[src/rtl/reciprocal_seq_pkg.sv]
// Shared fixed-point parameters and FSM state type for the Q10.10 reciprocal unit.
package reciprocal_seq_pkg;

    localparam int QM    = 10;
    localparam int QN    = 10;
    localparam int WIDTH = QM + QN;

    localparam logic [WIDTH-1:0] QMAX = 20'h7FFFF;
    localparam logic [WIDTH-1:0] QMIN = 20'h80000;

    localparam logic [21:0] ONE_REM = 22'h100000;

    typedef enum logic [1:0] {
        S_IDLE,
        S_PREP,
        S_DIV,
        S_FINISH
    } state_t;

endpackage

[src/rtl/reciprocal_seq_lzc.sv]
// Leading-zero counter for the 20-bit operand magnitude. An input of zero returns 20.
module lzc
    import reciprocal_seq_pkg::*;
(
    input  logic [WIDTH-1:0] i_data,
    output logic [4:0]       o_lzc
);

    // The scan runs upward, so the highest set bit is the last one to write.
    always_comb begin
        o_lzc = 5'd20;
        for (int i = 0; i < WIDTH; i++) begin
            if (i_data[i]) begin
                o_lzc = 5'(WIDTH - 1 - i);
            end
        end
    end

endmodule

[src/rtl/reciprocal_seq.sv]
// Multi-cycle signed Q10.10 reciprocal: restoring division of 1.0 by |i_data|,
// with the iteration count seeded by the operand's leading-zero count.
module reciprocal_seq
    import reciprocal_seq_pkg::*;
(
    input  logic             clk,
    input  logic             reset,
    input  logic             i_start,
    input  logic [WIDTH-1:0] i_data,
    output logic             o_busy,
    output logic             o_done,
    output logic [WIDTH-1:0] o_data,
    output logic             o_sat
);

    state_t           state;
    state_t           next_state;
    logic             sign;
    logic             sat;
    logic [WIDTH-1:0] mag;
    logic [WIDTH-1:0] q;
    logic [21:0]      rem;
    logic [4:0]       k;
    logic [4:0]       lzc_val;
    logic [21:0]      shifted;
    logic             fits;

    lzc u_lzc (
        .i_data (mag),
        .o_lzc  (lzc_val)
    );

    assign shifted = {2'b00, mag} << k;
    assign fits    = (shifted <= rem);
    assign o_busy  = (state != S_IDLE);

    always_comb begin
        next_state = state;
        case (state)
            S_IDLE:   if (i_start) next_state = S_PREP;
            S_PREP:   next_state = (mag <= 20'd2) ? S_FINISH : S_DIV;
            S_DIV:    if (k == 5'd0) next_state = S_FINISH;
            S_FINISH: next_state = S_IDLE;
            default:  next_state = S_IDLE;
        endcase
    end

    always_ff @(posedge clk or posedge reset) begin
        if (reset) begin
            state <= S_IDLE;
        end else begin
            state <= next_state;
        end
    end

    // Datapath: operand capture, bit-serial quotient build, and result formatting.
    always_ff @(posedge clk or posedge reset) begin
        if (reset) begin
            sign   <= 1'b0;
            sat    <= 1'b0;
            mag    <= '0;
            q      <= '0;
            rem    <= '0;
            k      <= '0;
            o_done <= 1'b0;
            o_data <= '0;
            o_sat  <= 1'b0;
        end else begin
            o_done <= 1'b0;
            case (state)
                S_IDLE: begin
                    if (i_start) begin
                        sign <= i_data[WIDTH-1];
                        mag  <= i_data[WIDTH-1] ? WIDTH'(-i_data) : i_data;
                    end
                end
                S_PREP: begin
                    sat <= (mag <= 20'd2);
                    rem <= ONE_REM;
                    q   <= '0;
                    k   <= 5'(lzc_val + 5'd1);
                end
                S_DIV: begin
                    if (fits) begin
                        rem  <= rem - shifted;
                        q[k] <= 1'b1;
                    end
                    if (k != 5'd0) begin
                        k <= k - 5'd1;
                    end
                end
                S_FINISH: begin
                    if (sat) begin
                        o_data <= sign ? QMIN : QMAX;
                    end else begin
                        o_data <= sign ? WIDTH'(-q) : q;
                    end
                    o_sat  <= sat;
                    o_done <= 1'b1;
                end
                default: ;
            endcase
        end
    end

endmodule
[config.mk]
export PLATFORM = sky130hd
export DESIGN_NAME = reciprocal_seq
export DESIGN_NICKNAME = d
export VERILOG_FILES = /design/src/rtl/reciprocal_seq_pkg.sv /design/src/rtl/reciprocal_seq_lzc.sv /design/src/rtl/reciprocal_seq.sv
export SDC_FILE = /design/constraint.sdc
export NUM_CORES = 1
export LEC_CHECK = 0
export CORE_ASPECT_RATIO = 0.5
export CORE_MARGIN = 5
export CORE_UTILIZATION = 60
export DETAILED_ROUTE_END_ITERATION = 8
export GPL_ROUTABILITY_DRIVEN = 0
export PLACE_DENSITY = 0.81
export SLEW_MARGIN = 30
export SYNTH_ARGS = -nofsm -noshare
export SYNTH_HDL_FRONTEND = slang
export SYNTH_SLANG_ARGS = --single-unit
export TNS_END_PERCENT = 100
[constraint.sdc]
create_clock -name clk -period 5.4 [get_ports clk]
set_input_delay 1.35 -clock clk [delete_from_list [all_inputs] [get_ports clk]]
set_output_delay 1.35 -clock clk [all_outputs]
set_load 0.1 [all_outputs]
-- Word-level counts from Yosys, hierarchy flattened
Index checks and enable logic that the tools add are counted.
- $add $sub $neg: 5
- multipliers: 0
- div/mod/pow operators: 0
- $lt $le $gt $ge: 4
- eq/ne operators: 7
- shift-type cells: 1
- mux-type cells: 37
- bitwise gates (word level): 1
- reduce and logical (&&, ||, !) cells: 10
- operators with widths (kind ; number):
    $mux W20 ; 5
    $mux W5 ; 17
    $pmux W22 S2 ; 1
    $neg A20 Y20 ; 2
    $pmux W20 S2 ; 1
    $le A22 B22 Y1 ; 1
    $mux W22 ; 1
    $shl A20 B5 Y22 ; 1
    $sub A22 B22 Y22 ; 1
    $le A20 B2 Y1 const B ; 1
    $or A20 B20 Y20 ; 1
    $mux W3 ; 4
    $pmux W5 S2 ; 1
    $ne A2 B2 Y1 const B ; 4
    $pmux W2 S4 ; 1
    $reduce_and A2 Y1 ; 4
    $lt A5 B6 Y1 const B ; 1
    $add A5 B1 Y5 const B ; 1
    $demux W1 S5 ; 1
    $ge A5 B1 Y1 const B ; 1
    $logic_not A5 Y1 ; 1
    $reduce_bool A5 Y1 ; 1
    $sub A5 B1 Y5 const B ; 1
    $eq A2 B2 Y1 const B ; 2
    6 further kinds ; 10
- register bits: 93
- bits in latches: 0
- RAM bits: 0
- bits in read-only memories: 0
- bits of input ports: 23
- output and inout bits: 23
- word-level logic and storage cells: 75
- memories: 0

-- Longest topological paths before layout
- depth in word-level cells: 22
- gate-level depth with buffers: 18
- depth with buffers taken out: 15

-- Hierarchy
From an unflattened synthesis, not the netlist that was laid out.
- cells, all modules: 827
- area, all modules: 7023.0 um^2
- modules (own cells, without submodules) (module ; instances ; cells each ; area each (um^2) ; seq. area each (um^2)):
    reciprocal_seq ; 1 ; 787 ; 6809.0 ; 2327.2
    lzc ; 1 ; 40 ; 214.0 ; 0.0

-- Worst setup path before layout
Ideal clock, no wire load.
- path type: reg2reg
- start: register k[0]
- end: register q[17]
- setup time: 0.132 ns
- arrival time: 3.759 ns
- data required time: 5.268 ns
- slack: 1.510 ns
- stages on the path, launching flop included: 18
- buffers on the path: 4
- clock period less this slack: 3.890 ns
- cell sequence: dfrtp_1 > clkbuf_1 > clkbuf_1 > clkbuf_1 > o21ai_0 > a21oi_1 > nor2_1 > a211oi_1 > a21oi_1 > ha_1 > a21o_1 > a21o_1 > a221oi_1 > o21ai_0 > or2_2 > clkbuf_1 > a41oi_1 > nor2_1
- word-level cells in the longest chain between the ends: 7
- elaborated cells between the ends (all ways): 12
- classes of those cells: order compare: 3; eq/ne: 1; shift: 1; mux: 4; bitwise: 1; reduce/logical: 2
- ends and longest elaborated chain (what ; line ; RTL):
    start, declared ; reciprocal_seq.sv:23 ; logic [4:0] k;
    start signal, assigned ; reciprocal_seq.sv:81 ; k <= 5'(lzc_val + 5'd1);
    start signal, assigned ; reciprocal_seq.sv:89 ; k <= k - 5'd1;
    parallel branches: the longest is 7 deep, another holds $le A22 B22 Y1 ; n/a ;
    end signal, assigned ; reciprocal_seq.sv:62 ; q <= '0;
    end signal, assigned ; reciprocal_seq.sv:80 ; q <= '0;
    end signal, assigned by index ; reciprocal_seq.sv:86 ; q[k] <= 1'b1;
    end, declared ; reciprocal_seq.sv:21 ; logic [WIDTH-1:0] q;
Parallel ways; which one is timed is not known. The select of a mux whose other input is x is not followed.
A chain may end at the register's enable or synchronous reset.

-- Final worst setup path
- start: register k[0]
- end: register rem[6]
- word-level cells in the longest chain between the ends: 4
- elaborated cells between the ends (all ways): 7
- classes of those cells: add/sub: 1; order compare: 1; eq/ne: 1; shift: 1; mux: 2; reduce/logical: 1
- ends and longest elaborated chain (what ; line ; RTL):
    $shl A20 B5 Y22 (*) ; reciprocal_seq.sv:33 ; assign shifted = {2'b00, mag} << k;
    $sub A22 B22 Y22 / $le A22 B22 Y1 (equally long branches) ; reciprocal_seq.sv:85, reciprocal_seq.sv:34 ;
    $mux W22 / $ne A2 B2 Y1 (equally long branches) ; n/a ;
    $pmux W22 S2 / $reduce_and A2 Y1 (equally long branches) ; n/a ;
    end signal, assigned ; reciprocal_seq.sv:85 ; rem <= rem - shifted;
    end, declared ; reciprocal_seq.sv:22 ; logic [21:0] rem;
Every way passes the cells marked *; elsewhere a longest branch is shown, timed or not. The select of a mux whose other input is x is not followed.

==> flow_metrics.py <==
metrics = {
    "run_status": {
        "outcome": "complete, no violations",
    },
    "critical_path": {
        "cp-end-kind": "register",
        "cp-startpoint": "k[0]",
        "cp-endpoint": "rem[6]",
        "cpMaxStageDelayCell": "dfrtp_1",
        "slowest_delay_ps": 820,
        "reg2regPathDepth": 14,
        "path_class": "reg -> reg",
        "crit_chain": "inv_1 -> a21oi_1 -> nand2b_1 -> a211oi_1 -> a21oi_1 -> ha_1 -> and3_1 -> and2_1 -> a221oi_1 -> o21ai_0 -> o21ai_2 -> buf_4 -> nand3_1 -> o21ai_0",
        "worstReg2RegStart": "k[0]",
        "required_ps": 5670,
        "r2r-end": "rem[6]",
        "r2r_slack_ps": 880,
        "critPathLaunchType": "register",
        "worst_ep_arrival_time_ps": 4780,
        "crit_fanout": 31,
    },
    "synth": {
        "yosys-top-cells-count": "97 x nor2_1, 93 x dfrtp_1, 82 x a21oi_1",
        "synth_edf_count": 0,
        "seq_area_frac_synth": 0.336,
        "synth_area_leaders": "dfrtp_1 34%, ha_1 6.2%, a21oi_1 5.9%, nor2_1 5.3%, o21ai_0 5.1%",
        "yosysTopAreaCellShare": 0.336,
        "async_flop_share": 1.00,
        "yosysUniqueCellTypes": 59,
        "synth_top_cell_by_area": "dfrtp_1",
        "synth_seq_cells": 93,
        "synth.net_count": 897,
        "synthMostInstantiatedCell": "nor2_1",
        "synth_cells": 839,
        "syn_area_um2": 6920,
        "synthFlopType": "dfrtp_1",
        "yosysWarnings": 0,
        "syn_avg_cell_area_um2": 8.24,
    },
    "routing": {
        "met1_length_um": 8100,
        "drt_drc_violations_left": 0,
        "vias_per_cell": 6.35,
        "via_count": 6379,
        "dr.first_iter.drc_count": 490,
        "dr.pass1.iters": 6,
        "drtAntennaViolNets": 0,
        "dr_wl_met3_um": 1430,
        "wl_met2_um": 7240,
        "top_layer": "met4",
        "wire_per_inst_um": 17.0,
        "wl_um": 17100,
    },
    "timing": {
        "post-route-min-period_ps": 4520,
        "fin_crit_sh": 0.836,
        "max_freq_mhz": 221,
        "setup_viol": 0,
        "hold_violations": 0,
        "slew_violations": 0,
        "maxSlewHeadroom": 0.355,
        "clock_skew_ps": 6.77,
        "rsz0062_at_grt": "no",
        "worstMarginPinSlew_ps": 942,
        "fin_setup_tns_ps": 0,
    },
    "worst_hold_path": {
        "hold_class": "reg -> reg",
    },
    "clock_network": {
        "htree_levels": 3,
        "path_clk_slew_ps": 70,
        "cts_root_buf": "clkbuf_16",
        "cts_tree": "yes",
        "cts_buffer_depth": 2,
        "clk_latency_ps": 360,
        "hold_buffers": 0,
        "clock_sinks": 93,
        "postCtsSetupBuffers": 0,
        "cts_buffers": 9,
        "cts-resized-gates": 0,
    },
    "final_layout": {
        "register_area_um2": 2330,
        "syn_to_final_growth_pct": 11.6,
        "diodes": 0,
        "final_nets": 912,
        "multi_input_area_um2": 4290,
        "fillers": 919,
        "drive_gt1_frac": 0.0757,
    },
    "grt": {
        "gr-total-overflow": 0,
        "grt_pass1_wl_um": 29100,
        "grt_pass1_vias": 5884,
        "grt_max_degree": 55,
        "antenna_found_initial": 0,
        "track_usage": 0.255,
    },
    "floorplanning": {
        "initial_utilization": 0.622,
        "ios": 46,
        "die-area_um2": 13900,
        "die_y_um": 85.9,
        "rows": 27,
        "die_x_um": 162,
        "core_area_um2": 11100,
    },
    "placed_design": {
        "port_buffers": 45,
        "dpl.hpwl_um": 12600,
    },
    "run": {
        "maxCapViolations": 0,
    },
}
[metal layers]
metal  vias up  GRT usage
met2       289      0.382
met1      3004      0.374
li1       3060          -
met5         -          0
met4         0     0.0837
met3        26     0.0490
[area by class of cell]
class | instances | area share
clock buffers | 9 | 0.0292
clock inverters | 7 | 0.00843
inverters | 33 | 0.0164
multi-input cells | 664 | 0.555
flip-flops and latches | 93 | 0.302
well taps | 145 | 0.0235
repair buffers | 53 | 0.0661
[through the flow]
step / hold WS (ps) / utilization / setup WS [ps] / area (µm²) / instances
floorplan: 469 / - / 1510 / 6920 / 839
global placement: 490 / 0.668 / 1130 / 7420 / 988
detailed placement: 496 / 0.668 / 911 / 7420 / 988
CTS: 513 / 0.694 / 895 / 7710 / 1004
global route: 534 / 0.695 / 419 / 7720 / 1004
finish: 512 / 0.695 / 883 / 7720 / 1004
[how the worst min path moves through the flow]
stage	startpoint	end	slack [ps]	cells after the start
2_1_floorplan	rem[0]	rem[0]	470	2
4_1_cts	o_data[14]	o_data[14]	510	1
3_5_place_dp	o_data[14]	o_data[14]	500	1
5_1_grt	o_data[14]	o_data[14]	530	1
6_report	o_data[14]	o_data[14]	510	1
3_3_place_gp	o_data[11]	o_data[11]	490	1
[worst max-delay path, delay by kind of cell (launching register included)]
family,cells,cell delay [ps]
AO/OA/AOI/OAI,7,1800
AND/OR/NAND/NOR,4,600
adder cells (fa/ha/maj),1,370
flip-flops,1,820
buffers and inverters,2,810
[logic make-up (layout without fill, tap and decap cells)]
logic type      Yosys count  count (layout)  share of synthesized area
simple gates            288             288                      0.193
fa+ha+maj                35              35                     0.0644
mux                      50              50                     0.0890
compound gates          248             248                      0.217
xor+xnor                 43              43                     0.0544
flops                    93              93                      0.336
buf+inv                  82             102                     0.0456
[registers in the layout (all words and copies together) (netlist names)]
register,count
rem,22
mag,20
o_data,20
q,20
k,5
state,2
o_done,1
o_sat,1
sat,1
sign,1
[cells in the final DEF, fill, tap and decap left out, types with 5 or more instances in the layout]
| cell | n |
|---|---|
| nor2_1 | 96 |
| dfrtp_1 | 92 |
| a21oi_1 | 82 |
| nand2_1 | 75 |
| o21ai_0 | 70 |
| clkdlybuf4s50_1 | 45 |
| ha_1 | 33 |
| nand3_1 | 32 |
| xor2_1 | 32 |
| inv_1 | 31 |
| mux2_2 | 22 |
| mux2i_1 | 21 |
| nor3_1 | 20 |
| a211oi_1 | 19 |
| a31oi_1 | 12 |
| nand2b_1 | 12 |
| xnor2_1 | 11 |
| nor4_1 | 10 |
| o31ai_1 | 10 |
| o211ai_1 | 10 |
| or3_1 | 9 |
| clkbuf_16 | 9 |
| a21o_1 | 8 |
| buf_4 | 8 |
| mux4_2 | 7 |
| and2_1 | 6 |
| nor2b_1 | 6 |
| a21boi_0 | 5 |
| nand4_1 | 5 |
Power is not shown: default switching activity piles up to over one toggle a cycle in this logic, so the estimate is an artifact.
